===== src/rtl/secuenciador_comparador.sv =====
// Scan controller: walks the product bank through one shared date comparator
// and tallies vigente / vencido / no-valido results for a captured reference.
module secuenciador_comparador #(
  parameter int N_PROD = 8,
  parameter int AW     = 3
) (
  input  logic          clk,
  input  logic          reset,
  input  logic          inicio,
  input  logic [4:0]    diaRef_in,
  input  logic [3:0]    mesRef_in,
  output logic [AW-1:0] direccion,
  input  logic [4:0]    dia_reg,
  input  logic [3:0]    mes_reg,
  output logic [4:0]    dia,
  output logic [3:0]    mes,
  output logic [4:0]    diaRef,
  output logic [3:0]    mesRef,
  input  logic [1:0]    V,
  output logic          ocupado,
  output logic          listo,
  output logic [AW:0]   cnt_vigente,
  output logic [AW:0]   cnt_vencido,
  output logic [AW:0]   cnt_invalido,
  output logic          hay_vencido,
  output logic [AW-1:0] primer_vencido
);

  typedef enum logic [1:0] {
    IDLE,
    LEER,
    COMPARAR,
    FIN
  } state_t;

  localparam logic [AW-1:0] LAST = AW'(N_PROD - 1);
  localparam logic [AW:0]   ONE  = (AW+1)'(1);

  state_t        state_q, state_d;
  logic [AW-1:0] idx_q, idx_d;
  logic [AW-1:0] dir_q, dir_d;
  logic [4:0]    dref_q, dref_d;
  logic [3:0]    mref_q, mref_d;
  logic [AW:0]   vig_q, vig_d;
  logic [AW:0]   ven_q, ven_d;
  logic [AW:0]   inv_q, inv_d;
  logic          hay_q, hay_d;
  logic [AW-1:0] pri_q, pri_d;
  logic          ocup_q, ocup_d;
  logic          listo_q, listo_d;

  always_comb begin
    state_d = state_q;
    idx_d   = idx_q;
    dir_d   = dir_q;
    dref_d  = dref_q;
    mref_d  = mref_q;
    vig_d   = vig_q;
    ven_d   = ven_q;
    inv_d   = inv_q;
    hay_d   = hay_q;
    pri_d   = pri_q;
    ocup_d  = ocup_q;
    listo_d = 1'b0;
    unique case (state_q)
      IDLE: begin
        if (inicio) begin
          state_d = LEER;
          dref_d  = diaRef_in;
          mref_d  = mesRef_in;
          vig_d   = '0;
          ven_d   = '0;
          inv_d   = '0;
          hay_d   = 1'b0;
          pri_d   = '0;
          idx_d   = '0;
          dir_d   = '0;
          ocup_d  = 1'b1;
        end
      end
      LEER: begin
        state_d = COMPARAR;
      end
      COMPARAR: begin
        unique case (1'b1)
          (V == 2'b00): vig_d = vig_q + ONE;
          (V == 2'b01): begin
            ven_d = ven_q + ONE;
            if (!hay_q) begin
              hay_d = 1'b1;
              pri_d = idx_q;
            end
          end
          default: inv_d = inv_q + ONE;
        endcase
        if (idx_q == LAST) begin
          state_d = FIN;
          listo_d = 1'b1;
        end else begin
          // Address for the next entry is presented during LEER.
          idx_d   = idx_q + AW'(1);
          dir_d   = idx_q + AW'(1);
          state_d = LEER;
        end
      end
      FIN: begin
        state_d = IDLE;
        ocup_d  = 1'b0;
      end
      default: state_d = IDLE;
    endcase
  end

  always_ff @(posedge clk) begin
    if (reset) begin
      state_q <= IDLE;
      idx_q   <= '0;
      dir_q   <= '0;
      dref_q  <= '0;
      mref_q  <= '0;
      vig_q   <= '0;
      ven_q   <= '0;
      inv_q   <= '0;
      hay_q   <= 1'b0;
      pri_q   <= '0;
      ocup_q  <= 1'b0;
      listo_q <= 1'b0;
    end else begin
      state_q <= state_d;
      idx_q   <= idx_d;
      dir_q   <= dir_d;
      dref_q  <= dref_d;
      mref_q  <= mref_d;
      vig_q   <= vig_d;
      ven_q   <= ven_d;
      inv_q   <= inv_d;
      hay_q   <= hay_d;
      pri_q   <= pri_d;
      ocup_q  <= ocup_d;
      listo_q <= listo_d;
    end
  end

  assign dia            = (state_q == COMPARAR) ? dia_reg : '0;
  assign mes            = (state_q == COMPARAR) ? mes_reg : '0;
  assign direccion      = dir_q;
  assign diaRef         = dref_q;
  assign mesRef         = mref_q;
  assign ocupado        = ocup_q;
  assign listo          = listo_q;
  assign cnt_vigente    = vig_q;
  assign cnt_vencido    = ven_q;
  assign cnt_invalido   = inv_q;
  assign hay_vencido    = hay_q;
  assign primer_vencido = pri_q;

endmodule


===== config.mk =====
export PLATFORM = sky130hd
export DESIGN_NAME = secuenciador_comparador
export DESIGN_NICKNAME = d
export VERILOG_FILES = /design/src/rtl/secuenciador_comparador.sv
export SDC_FILE = /design/constraint.sdc
export NUM_CORES = 1
export LEC_CHECK = 0
export BUFFER_PORTS_ARGS = -buffer_cell sky130_fd_sc_hd__buf_2
export CELL_PAD_IN_SITES_DETAIL_PLACEMENT = 0
export CELL_PAD_IN_SITES_GLOBAL_PLACEMENT = 1
export CORE_UTILIZATION = 34
export DETAILED_ROUTE_END_ITERATION = 8
export PLACE_DENSITY_LB_ADDON = 0.25
export SKIP_LAST_GASP = 1
export SLEW_MARGIN = 20
export SYNTH_ARGS = -nofsm -noshare
export SYNTH_HDL_FRONTEND = slang
export SYNTH_SLANG_ARGS = --single-unit

===== constraint.sdc =====
create_clock -name clk -period 1.4 [get_ports clk]
set_input_delay 0.14 -clock clk [delete_from_list [all_inputs] [get_ports clk]]
set_output_delay 0.14 -clock clk [all_outputs]
set_load 0.02 [all_outputs]

Word level (Yosys, flattened, before mapping):

Index checks and enable logic that the tools add are counted.

* output and inout bits: 39
* register bits after elaboration: 32

* bitwise gates (word level): 1
* muxes and demuxes: 24
* reduce and logical (&&, ||, !) cells: 13
* equality and inequality tests: 11
* $add $sub $neg: 4

Operators by type and width (number)
* $pmux W4 S2: 3
* $mux W4: 5
* $add A4 B1 Y4 const B: 3
* $mux W3: 4
* $ne A2 B2 Y1 const B: 6
* $pmux W3 S2: 2
* $reduce_and A3 Y1: 4
* $pmux W2 S4: 1
* $mux W5: 1
* $eq A2 B1 Y1 const B: 2
* $eq A2 B2 Y1 const B: 2
* $logic_not A2 Y1: 2
* $mux W1: 4
* $mux W2: 2
* $pmux W1 S2: 2
* $reduce_and A2 Y1: 2
* $reduce_and A4 Y1: 1
* $reduce_bool A2 Y1: 2
* $reduce_or A2 Y1: 2
* $add A3 B1 Y3 const B: 1
* $eq A3 B3 Y1 const B: 1
* $not A1 Y1: 1

Depth between registers and ports, before layout:

* depth in word-level cells: 4
* mapped depth: 6
* mapped depth without buffers: 5

Least setup slack after synthesis:

No wires, ideal clock.

* path kind: register to register
* from: register vig_q[0], in the netlist cnt_vigente[0]
* to: register vig_q[2], in the netlist cnt_vigente[2]
* data arrival time: 1.329 ns
* stages on the path, launching flop included: 5
* path slack: 0.001 ns
* setup time: 0.071 ns
* path through: dfxtp_1 ha_1 clkinv_1 or4_1 a21oi_1

* cells in the longest elaborated chain, start to end: 3

RTL lines
* start, declared: line 44 `logic [AW:0] vig_q, vig_d;`
* start signal, assigned: line 134 `vig_q <= vig_d;`
* $add A4 B1 Y4: line 86 `(V == 2'b00): vig_d = vig_q + ONE;`
* $mux W4: line 85 `unique case (1'b1)`
* $pmux W4 S2: line 65 `unique case (state_q)`

No other way between the ends. The select of a mux whose other input is x is not followed.
A chain may end at the register's enable or synchronous reset.

Worst setup path in the final report:

* from: register state_q[1]
* to: register inv_q[3], in the netlist cnt_invalido[3]

* cells in the longest elaborated chain, start to end: 3

RTL lines
* start, declared: line 39 `state_t state_q, state_d;`
* start signal, assigned: line 129 `state_q <= state_d;`
* $eq A2 B2 Y1 / $logic_not A2 Y1 (equally long branches): line 65
* $ne A2 B2 Y1 (no source line) / $reduce_bool A2 Y1 (equally long branches)
* $reduce_and A3 Y1 (no source line)
* end signal, assigned: line 136 `inv_q <= inv_d;`
* end, declared: line 46 `logic [AW:0] inv_q, inv_d;`

Several ways; a longest one is shown, not always the timed one.

==> flow_metrics.py <==
metrics = {
    "worst_setup_path": {
        "regToRegEndpoint": "cnt_invalido[3]",
        "path_cells": "buf_6, buf_6, mux2i_4, or4_4, a21oi_2",
        "r2r_slack_ns": -0.07,
        "path_depth": 5,
        "max_stage_delay_ns": 0.52,
        "startpoint": "state_q[1]",
        "r2r_start": "state_q[1]",
        "end_kind": "flop",
        "cp-endpoint": "cnt_invalido[3]",
        "critPathMaxFanout": 6,
        "setup.worst_path.class": "reg2reg",
        "start_kind": "flop",
        "cp_top_family": "simple AND/OR/NAND/NOR gates",
        "required_ns": 1.62,
        "crit_arrival_ns": 1.69,
        "r2r_cells": 5,
        "slowest_stage": "or4_4",
        "cpMostUsedCell": "buf_6",
        "cp.buffers_inverters": 2,
    },
    "yosys": {
        "synth_nets": 204,
        "yosys_warnings": 0,
        "synth_seq_cells": 32,
        "syn_area_um2": 1510,
        "synth_flop_cell": "dfxtp_1",
        "synth-edff-count": 0,
        "netlist_instances": 176,
        "ys_seq_area_share_pct": 42.4,
        "avgSynthCellArea_um2": 8.59,
        "synth.distinct_cells": 38,
        "postSynth.asyncResetShare_pct": 0,
    },
    "outcome": {
        "failed_checks": "setup timing",
        "status": "finished, violations left",
    },
    "sta": {
        "slew_headroom_pct": 68.8,
        "final_hold_viol_count": 0,
        "setup_viol": 1,
        "max_clock_freq_mhz": 679,
        "fin_tns_setup_ns": -0.0733,
        "finalMaxSlewViolations": 0,
        "tightest_slew_ns": 0.467,
        "finalWorstSetupSlack_ns": -0.0733,
        "post-route-period-util_pct": 105,
        "rsz0062_at_grt": "true",
        "fin_crit_ns": 1.47,
        "clock_skew_ns": 0.00618,
    },
    "clock_network": {
        "clk_pin_slew_ns": 0.07,
        "cts_buffer_depth": 2,
        "insertion_delay_ns": 0.28,
        "cts_max_level": 2,
        "cts_buffers": 5,
        "clock-sinks": 32,
        "cts_root_buffer": "clkbuf_8",
        "cts_tree": "yes",
    },
    "routing": {
        "antenna_left": 0,
        "drt_pass1_iterations": 4,
        "post_drt_via_cell_ratio": 4.86,
        "drt_iter0_drc": 78,
        "drc": 0,
        "wire_per_inst_um": 12.2,
        "num_vias": 1510,
        "drt_wl_total_um": 3790,
    },
    "place": {
        "dp_cells": 298,
        "pre_cts_ws_ns": 0.0348,
        "port_buffers": 61,
        "routabilityCongestion": 0.794,
        "hpwl_um": 2640,
    },
    "global_routing": {
        "antenna_found_initial": 0,
        "grtUsageMet2_pct": 27.3,
        "overflow": 0,
        "grt_pass1_wl_um": 6060,
        "grt_pass1_vias": 1339,
        "grt_max_degree": 26,
        "grt.total_usage_pct": 17.3,
        "grt.busiest_layer": "met2",
        "grt_use_met3_pct": 4.61,
        "use_met1_pct": 22.6,
    },
    "floorplan": {
        "die_w_um": 68.7,
        "ioPinCount": 62,
        "rows": 23,
        "dieArea_um2": 4720,
        "core-area_um2": 4140,
        "dieHeight_um": 68.7,
        "initial_utilization_pct": 36.5,
    },
    "cells_and_area": {
        "utilization_pct": 54.3,
        "final_cell_mix": "buf_2 (52), dfxtp_1 (30), nand2_1 (29)",
        "layout-drive-gt1-share_pct": 44.1,
        "final_common_cell": "buf_2",
        "num-fill-cells": 419,
        "syn_to_final_growth_pct": 48.8,
        "diodes": 0,
        "stdcell_count": 311,
        "nets": 288,
    },
    "power_and_ir_drop": {
        "irDropWorstVdd_mv": 0.528,
        "power_density_nw_per_um2": 885,
        "leakage_nw": 1.03,
    },
    "worst_hold_path": {
        "hold-path-cell-count": 3,
        "hp-class": "in2reg",
    },
    "flow_run": {
        "maxCapViolCount": 0,
    },
}
-- flip-flops by register name, summed over array words and instances (netlist names) --
signal	cells
listo	1
mesRef	4
cnt_invalido	4
cnt_vigente	4
hay_vencido	1
direccion	3
primer_vencido	3
cnt_vencido	4
ocupado	1
state_q	2
diaRef	5
-- metal layers --
layer  share of wire [%]  vias to the layer above
met5                   0                        -
met2                  46                       47
met3                 7.0                        4
li1                    -                      785
met4                0.50                        0
met1                  47                      674
-- worst register-to-register path: stages, from the launching register on --
cell and delay (ns):
dfxtp_4 0.35, buf_6 0.12, buf_6 0.12, mux2i_4 0.18
or4_4 0.52, a21oi_2 0.13
-- power by group --
group	total [mW]	switching [mW]	internal, mW
sequential	0.955	0.0176	0.937
combinational	0.343	0.177	0.166
clock	0.691	0.346	0.346
total	1.99	0.540	1.45
-- synth_stat cells (4+ instances only) --
| cell type | instances | area [um^2] |
|---|---|---|
| a21oi_1 | 24 | 120 |
| nand3_1 | 8 | 40.0 |
| and2_1 | 9 | 56.3 |
| nand2b_1 | 6 | 37.5 |
| nand3b_1 | 4 | 30.0 |
| o21ai_1 | 6 | 30.0 |
| buf_2 | 5 | 25.0 |
| o31ai_1 | 4 | 30.0 |
| nand2_1 | 29 | 109 |
| ha_1 | 5 | 62.6 |
| nor2_1 | 4 | 15.0 |
| dfxtp_1 | 32 | 641 |
-- how the worst min path moves through the flow --
stage | start | end | slack (ns)
global placement | mesRef_in[1] | mesRef[1] | 0.39
finish | mesRef_in[3] | mesRef[3] | 0.09
detailed placement | diaRef_in[2] | diaRef[2] | 0.39
CTS | diaRef_in[2] | diaRef[2] | 0.09
global route | mesRef_in[1] | mesRef[1] | 0.08
floorplan | diaRef_in[0] | diaRef[0] | 0.28
-- final cells by class --
| type | count | area, um^2 | area share, % |
|---|---|---|---|
| repair buffers | 86 | 563 | 25.0 |
| inverters | 3 | 11.3 | 0.501 |
| clock inverters | 3 | 18.8 | 0.835 |
| multi-input cells | 132 | 876 | 39.0 |
| flip-flops and latches | 32 | 648 | 28.8 |
| well taps | 50 | 62.6 | 2.78 |
| clock buffers | 5 | 68.8 | 3.06 |
-- stage by stage --
step / area, um^2 / power, mW / hold slack, ns
floorplan: 1510 / 1.14 / 0.276
global placement: 2000 / 1.28 / 0.385
detailed placement: 2000 / 1.28 / 0.388
CTS: 2130 / 1.98 / 0.0859
global route: 2250 / 2.09 / 0.0790
finish: 2250 / 1.99 / 0.0898
-- logic make-up (layout without fill, tap and decap cells) --
family | count (synthesis) | count (layout) | share of synthesized area (%)
adders and majority gates | 5 | 5 | 4.14
buffers and inverters | 13 | 97 | 3.89
and+or+nand+nor | 80 | 81 | 31.4
AOI/OAI and AO/OA | 45 | 45 | 17.6
muxes | 1 | 1 | 0.662
DFF | 32 | 32 | 42.4
-- what timing repair did --
item	4_1_cts	5_1_grt
gates cloned	1	0
pin swaps	0	4
setup endpoints to repair	9	20
setup buffers	2	3
hold buffers	0	0
gates resized for setup	8	29
Note: power is estimated with default switching activity, not from simulation.
